--- config.mk ---
export PLATFORM = sky130hd
export DESIGN_NAME = speaker_i2s_driver
export DESIGN_NICKNAME = d
export VERILOG_FILES = /design/src/rtl/audio_pkg.sv /design/src/rtl/tone_square_gen.sv /design/src/rtl/speaker_i2s_driver.sv
export SDC_FILE = /design/constraint.sdc
export NUM_CORES = 1
export LEC_CHECK = 0
export BUFFER_PORTS_ARGS = -buffer_cell sky130_fd_sc_hd__buf_2
export CORE_MARGIN = 5
export CORE_UTILIZATION = 50
export CTS_BUF_LIST = sky130_fd_sc_hd__clkbuf_4 sky130_fd_sc_hd__clkbuf_8 sky130_fd_sc_hd__clkbuf_16
export DETAILED_ROUTE_END_ITERATION = 10
export PLACE_DENSITY = 0.7
export SLEW_MARGIN = 30
export SYNTH_ARGS = -nofsm -noshare
export SYNTH_HDL_FRONTEND = slang
export SYNTH_HIERARCHICAL = 1
export SYNTH_SLANG_ARGS = --single-unit
--- constraint.sdc ---
create_clock -name clk -period 5.5 [get_ports clk]
set_clock_uncertainty 0.05 [all_clocks]
set_input_delay 0.825 -clock clk [delete_from_list [all_inputs] [get_ports clk]]
set_output_delay 0.825 -clock clk [all_outputs]
set_load 0.01 [all_outputs]
--- src/rtl/audio_pkg.sv ---
// audio_pkg
// Shared constants for the audio output path: amplitude code offset and
// magnitude ceiling, DAC clock divider bit positions, and serial word layout.
package audio_pkg;

    localparam int SAMPLE_W = 16;
    localparam int DIV_W    = 10;

    localparam logic [SAMPLE_W-1:0] AMP_OFFSET = 16'h8000;
    localparam logic [SAMPLE_W-1:0] MAG_MAX    = 16'h7FFF;

    // Divider bits that become the DAC clocks (clk/4, clk/16, clk/1024)
    localparam int MCLK_BIT = 1;
    localparam int SCK_BIT  = 3;
    localparam int LRCK_BIT = 9;

    // First slot of a half-frame that carries data (I2S one-bit delay)
    localparam int SLOT_MSB = 1;

    typedef logic [SAMPLE_W-1:0] sample_t;

endpackage

--- src/rtl/tone_square_gen.sv ---
// tone_square_gen
// Square-wave tone source. Toggles a phase bit every note_div_i clocks and
// turns the offset-binary amplitude code into a signed +/- magnitude sample.
// Ports:
//   clk, rst_n    system clock, async active-low reset
//   note_div_i    tone half-period in clk cycles, 0 = silence
//   amp_code_i    amplitude, offset-binary (AMP_OFFSET + magnitude)
//   mute_i        forces the sample to 0, phase keeps running
//   sample_o      signed two's complement raw sample (combinational)
module tone_square_gen
    import audio_pkg::*;
#(
    parameter int NOTE_W = 22
) (
    input  logic              clk,
    input  logic              rst_n,
    input  logic [NOTE_W-1:0] note_div_i,
    input  logic [15:0]       amp_code_i,
    input  logic              mute_i,
    output sample_t           sample_o
);

    localparam logic [NOTE_W-1:0] NOTE_ONE = NOTE_W'(1);

    logic [NOTE_W-1:0] tone_cnt_q, tone_cnt_d;
    logic              phase_q, phase_d;
    logic              silent;
    sample_t           mag_raw, mag;

    assign silent = (note_div_i == '0);

    // >= rather than == so a note_div shrink below the running count
    // toggles on the next clock instead of wrapping the counter.
    always_comb begin
        tone_cnt_d = tone_cnt_q + NOTE_ONE;
        phase_d    = phase_q;
        if (silent) begin
            tone_cnt_d = '0;
            phase_d    = 1'b0;
        end else if (tone_cnt_q >= (note_div_i - NOTE_ONE)) begin
            tone_cnt_d = '0;
            phase_d    = ~phase_q;
        end
    end

    always_ff @(posedge clk or negedge rst_n) begin
        if (!rst_n) begin
            tone_cnt_q <= '0;
            phase_q    <= 1'b0;
        end else begin
            tone_cnt_q <= tone_cnt_d;
            phase_q    <= phase_d;
        end
    end

    // Codes below the offset are treated as zero magnitude, not an error.
    always_comb begin
        mag_raw = (amp_code_i >= AMP_OFFSET) ? (amp_code_i - AMP_OFFSET) : '0;
        mag     = (mag_raw > MAG_MAX) ? MAG_MAX : mag_raw;
    end

    always_comb begin
        sample_o = '0;
        if (!mute_i && !silent) begin
            sample_o = phase_q ? mag : (~mag + sample_t'(1));
        end
    end

endmodule

--- src/rtl/speaker_i2s_driver.sv ---
// speaker_i2s_driver
// Streams a square-wave tone to an I2S stereo DAC. One free-running 10-bit
// divider produces MCLK/SCK/LRCK; one sample is latched per stereo frame and
// shifted out MSB first on both channels.
// Ports:
//   clk, rst_n    100 MHz system clock, async active-low reset
//   note_div      tone half-period in clk cycles, 0 = silence
//   amp_code      amplitude, offset-binary
//   mute          forces the sample to 0
//   mclk          clk/4, sck clk/16, lrck clk/1024 (0 = left)
//   sdin          I2S serial data
//   frame_start   one-cycle pulse at the start of each stereo frame
module speaker_i2s_driver
    import audio_pkg::*;
#(
    parameter int NOTE_W = 22
) (
    input  logic              clk,
    input  logic              rst_n,
    input  logic [NOTE_W-1:0] note_div,
    input  logic [15:0]       amp_code,
    input  logic              mute,
    output logic              mclk,
    output logic              sck,
    output logic              lrck,
    output logic              sdin,
    output logic              frame_start
);

    localparam logic [4:0] SLOT_FIRST = 5'(SLOT_MSB);
    localparam logic [4:0] SLOT_LAST  = 5'(SLOT_MSB + SAMPLE_W - 1);

    logic [DIV_W-1:0] div_cnt_q, div_cnt_d;
    sample_t          raw_sample;
    sample_t          frame_sample_q, frame_sample_d;
    logic             mclk_q, sck_q, lrck_q, sdin_q, frame_start_q;
    logic             sdin_d;
    logic             wrap;
    logic [4:0]       slot;
    logic [3:0]       bit_sel;

    tone_square_gen #(
        .NOTE_W (NOTE_W)
    ) u_tone (
        .clk        (clk),
        .rst_n      (rst_n),
        .note_div_i (note_div),
        .amp_code_i (amp_code),
        .mute_i     (mute),
        .sample_o   (raw_sample)
    );

    assign div_cnt_d = div_cnt_q + DIV_W'(1);
    assign wrap      = (div_cnt_q == {DIV_W{1'b1}});

    // The sample is captured on the same edge the counter returns to 0, so a
    // phase toggle on that edge is not yet visible: the pre-toggle value wins.
    assign frame_sample_d = wrap ? raw_sample : frame_sample_q;

    // Slots 1..16 carry bits 15..0. All outputs are registered from the same
    // counter value, so sdin moves together with the falling edge of sck.
    assign slot    = div_cnt_q[8:4];
    assign bit_sel = 4'(5'(SAMPLE_W) - slot);

    always_comb begin
        sdin_d = 1'b0;
        if (slot >= SLOT_FIRST && slot <= SLOT_LAST) begin
            sdin_d = frame_sample_q[bit_sel];
        end
    end

    always_ff @(posedge clk or negedge rst_n) begin
        if (!rst_n) begin
            div_cnt_q      <= '0;
            frame_sample_q <= '0;
            mclk_q         <= 1'b0;
            sck_q          <= 1'b0;
            lrck_q         <= 1'b0;
            sdin_q         <= 1'b0;
            frame_start_q  <= 1'b0;
        end else begin
            div_cnt_q      <= div_cnt_d;
            frame_sample_q <= frame_sample_d;
            mclk_q         <= div_cnt_q[MCLK_BIT];
            sck_q          <= div_cnt_q[SCK_BIT];
            lrck_q         <= div_cnt_q[LRCK_BIT];
            sdin_q         <= sdin_d;
            frame_start_q  <= wrap;
        end
    end

    assign mclk        = mclk_q;
    assign sck         = sck_q;
    assign lrck        = lrck_q;
    assign sdin        = sdin_q;
    assign frame_start = frame_start_q;

endmodule
==> metrics.md <==
| Metric | Value |
|---|---|
| Final TNS setup | `0 ns` |
| Syn Nets | `474` |
| Via count | `3063` |
| DIE WIDTH | `97.9 um` |
| Die area | `9570 um2` |
| Setup violators final | `0` |
| Chip height | `97.9 um` |
| Mapped Avg Cell Area | `9.55 um2` |
| Htree depth | `2` |
| Critical path endpoint | `u_tone/tone_cnt_q[17]$_DFF_PN0_` |
| Power per cell area | `250 nW/um2` |
| Final hold slack | `0.376 ns` |
| DRT Wirelength | `7810 um` |
| CTS clk-pin slew, worst paths | `0.10 ns` |
| Ys async rst share | `1.00` |
| Top Family by Delay on Critical Path | `simple AND/OR/NAND/NOR gates` |
| Final min period | `4.26 ns` |
| Hold buffers post-CTS | `0` |
| Routed len/inst | `14.3 um` |
| Gp weighted congestion | `0.841` |
| Outcome | `finished clean` |
| Net Switching | `0.000383 W` |
| Setup Fix Bufs, Post-CTS | `0` |
| First-pass GRT wire length | `13900 um` |
| Sw frac | `0.363` |
| Layout area overhead | `9.73%` |
| Clock Power Share | `0.207` |
| Post-route ant nets | `0` |
| GRT Overall Usage | `0.172` |
| Max stage delay cell, worst path | `nand3_1` |
| Crit-path cells | `buf_2 > inv_1 > ha_1 > or3b_2 > or4_1 > nor3_1 > xnor2_1 > ha_1 > a41o_1 > a21oi_1 > o32a_1 > nand3_1 > nor3_1` |
| Final Util | `0.557` |
| Power share of the combinational group | `0.304` |
| Register area share after synthesis | `0.350` |
| Worst r2r path cells | `6` |
| Post-synth EDFFs | `0` |
| Worst r2r dst | `u_tone/tone_cnt_q[17]$_DFF_PN0_` |
| Vias in the first global route | `3047` |
| Crit path launch type | `input port` |
| Yosys warnings | `6` |
| Register bit total from synthesis | `54` |
| Max-Cap Viols | `0` |
| CP endpoint kind | `register` |
| Yosys cell types | `49` |
| Commonest non-fill, non-tap cells in the layout | `dfrtp_1 (54), buf_2 (45), nor2_1 (37)` |
| Worst path arrival time | `4.43 ns` |
| Max-slew violations | `0` |
| Drt pass-1 iters | `4` |
| Largest stage delay on the critical path | `0.60 ns` |
| Congestion Overflow GR | `0` |
| RSZ-0062 raised after global routing | `no` |
| Clk buf depth | `2` |
| CTS tree | `done` |
| R2r setup slk | `3.02 ns` |
| Initial Utilization | `0.507` |
| Critical Path RT | `5.66 ns` |
| Crit Path Category | `in2reg` |
| Final nets | `513` |
| Via/cell ratio | `5.61` |
| Core box area | `7610 um2` |
| Main flop type after synthesis | `dfrtp_1` |
| Critical Path Stages | `13` |
| CTS Root Cell | `clkbuf_8` |
| Initial antenna violation count | `0` |
| N_diodes | `0` |
| Period utilisation layout | `0.775` |
| Worst-skew pair later-pin latency | `0.31 ns` |
| Most common cell after layout, fill and taps aside | `dfrtp_1` |
| Max FO, Critical Path | `22` |
| Top Ports | `46` |
| Cell Int Power | `0.000674 W` |
| Mapped Cells | `404` |
| Leakage | `1.98 nW` |
| DRC errors left | `0` |
| CTS sink count | `54` |
| Fraction of layout cells with a size suffix above 1 | `0.182` |
| # rows | `32` |
| I/O Buffers | `45` |
| Hold WC Path Type | `reg2reg` |
| Final hold vios | `0` |
| Synthesized area | `3860 um2` |
| Worst slew pin tran | `0.901 ns` |
| # resized after CTS | `0` |
| Maximum number of pins on one net before global-route repair | `55` |
| Clock buffer count from CTS | `5` |
| Worst r2r src | `u_tone/tone_cnt_q[13]$_DFF_PN0_` |
| Buf/Inv on CP | `2` |
| Fmax | `235 MHz` |
| Worst rel slew slack | `0.399` |
| Placed wire-length estimate | `6130 um` |
| Crit. Startpoint | `note_div[0]` |
| VDD IR-drop max | `122 uV` |
| Initial DRC Count | `184` |
| Reg power frac | `0.488` |
## cell usage after synthesis, types with 2 or more instances
cell	instances	share of area
or4_1	4	0.0078
inv_1	8	0.0078
a21oi_1	18	0.023
o31ai_1	2	0.0039
nor2b_1	2	0.0032
xnor2_1	29	0.066
nor4_1	10	0.016
mux4_1	4	0.027
o21ai_0	8	0.010
and3_1	8	0.013
buf_4	4	0.0078
ha_1	29	0.094
nand4_1	17	0.028
nor2_1	37	0.036
nor4_2	3	0.0097
nand2_1	28	0.027
xor2_1	28	0.064
dfrtp_1	54	0.35
o31a_1	2	0.0045
a31oi_1	3	0.0049
o311a_1	2	0.0052
clkbuf_1	9	0.0088
and4_1	2	0.0045
mux2_2	16	0.047
a21o_1	2	0.0039
nand2b_1	5	0.0081
nor3_1	34	0.044
nand3_1	15	0.019
## final cells by class
class	instances	area [um2]
Multi-Input combinational cell	327	2400
Inverter	8	30.0
Sequential cell	54	1350
Fill cell	716	3370
Clock inverter	3	18.8
Tap cell	102	128
Timing Repair Buffer	47	240
Clock buffer	5	68.8
## cells by family after synthesis
group | share of synthesized area
AND/OR/NAND/NOR | 0.236
buffers and inverters | 0.0285
multiplexers | 0.0824
flip-flops | 0.350
XOR/XNOR | 0.129
adder cells (fa/ha/maj) | 0.0940
AO/OA/AOI/OAI | 0.0791
## layer usage
| layer | global-route usage | wire length (um) | vias up |
|---|---|---|---|
| met5 | 0 | 0 | - |
| met1 | 0.235 | 3680 | 1437 |
| li1 | - | - | 1545 |
| met4 | 0.0639 | 121 | 0 |
| met3 | 0.0250 | 353 | 10 |
| met2 | 0.278 | 3650 | 71 |
## registers in the layout, indices dropped and copies added, names as in the netlist
| register | count |
|---|---|
| u_tone/tone_cnt_q | 22 |
| frame_sample_q | 16 |
| div_cnt_q | 10 |
| frame_start | 1 |
| lrck | 1 |
| mclk | 1 |
| sck | 1 |
| sdin | 1 |
| u_tone/phase_q | 1 |
## how the worst min path moves through the flow
stage | startpoint | to | slack (ns) | cells past startpoint
finish | div_cnt_q[9]$_DFF_PN0_ | lrck$_DFF_PN0_ | 0.38 | 0
global route | div_cnt_q[1]$_DFF_PN0_ | mclk$_DFF_PN0_ | 0.41 | 0
CTS | div_cnt_q[9]$_DFF_PN0_ | lrck$_DFF_PN0_ | 0.38 | 0
detailed placement | div_cnt_q[9]$_DFF_PN0_ | lrck$_DFF_PN0_ | 0.36 | 0
global placement | div_cnt_q[9]$_DFF_PN0_ | lrck$_DFF_PN0_ | 0.35 | 0
floorplan | div_cnt_q[9]$_DFF_PN0_ | lrck$_DFF_PN0_ | 0.34 | 0
## through the flow
step / total power, W / worst slack (ns) / std cells / area, um2
after detailed placement: 0.000845 / 0.886 / 538 / 4150
after global placement: 0.000829 / 1.01 / 538 / 4150
after CTS: 0.00106 / 1.23 / 546 / 4230
after global routing: 0.00114 / 0.751 / 546 / 4230
final: 0.00106 / 1.24 / 546 / 4230
after floorplan: 0.000741 / 1.59 / 404 / 3860
## power by group through the flow
stage / clock network, W / registers (W) / logic, W
2_1_floorplan: 0 / 0.000487 / 0.000254
3_3_place_gp: 0 / 0.000521 / 0.000308
3_5_place_dp: 0 / 0.000521 / 0.000324
4_1_cts: 0.000226 / 0.000515 / 0.000324
5_1_grt: 0.000242 / 0.000526 / 0.000372
6_report: 0.000219 / 0.000516 / 0.000322
(Power assumes the default switching activity.)
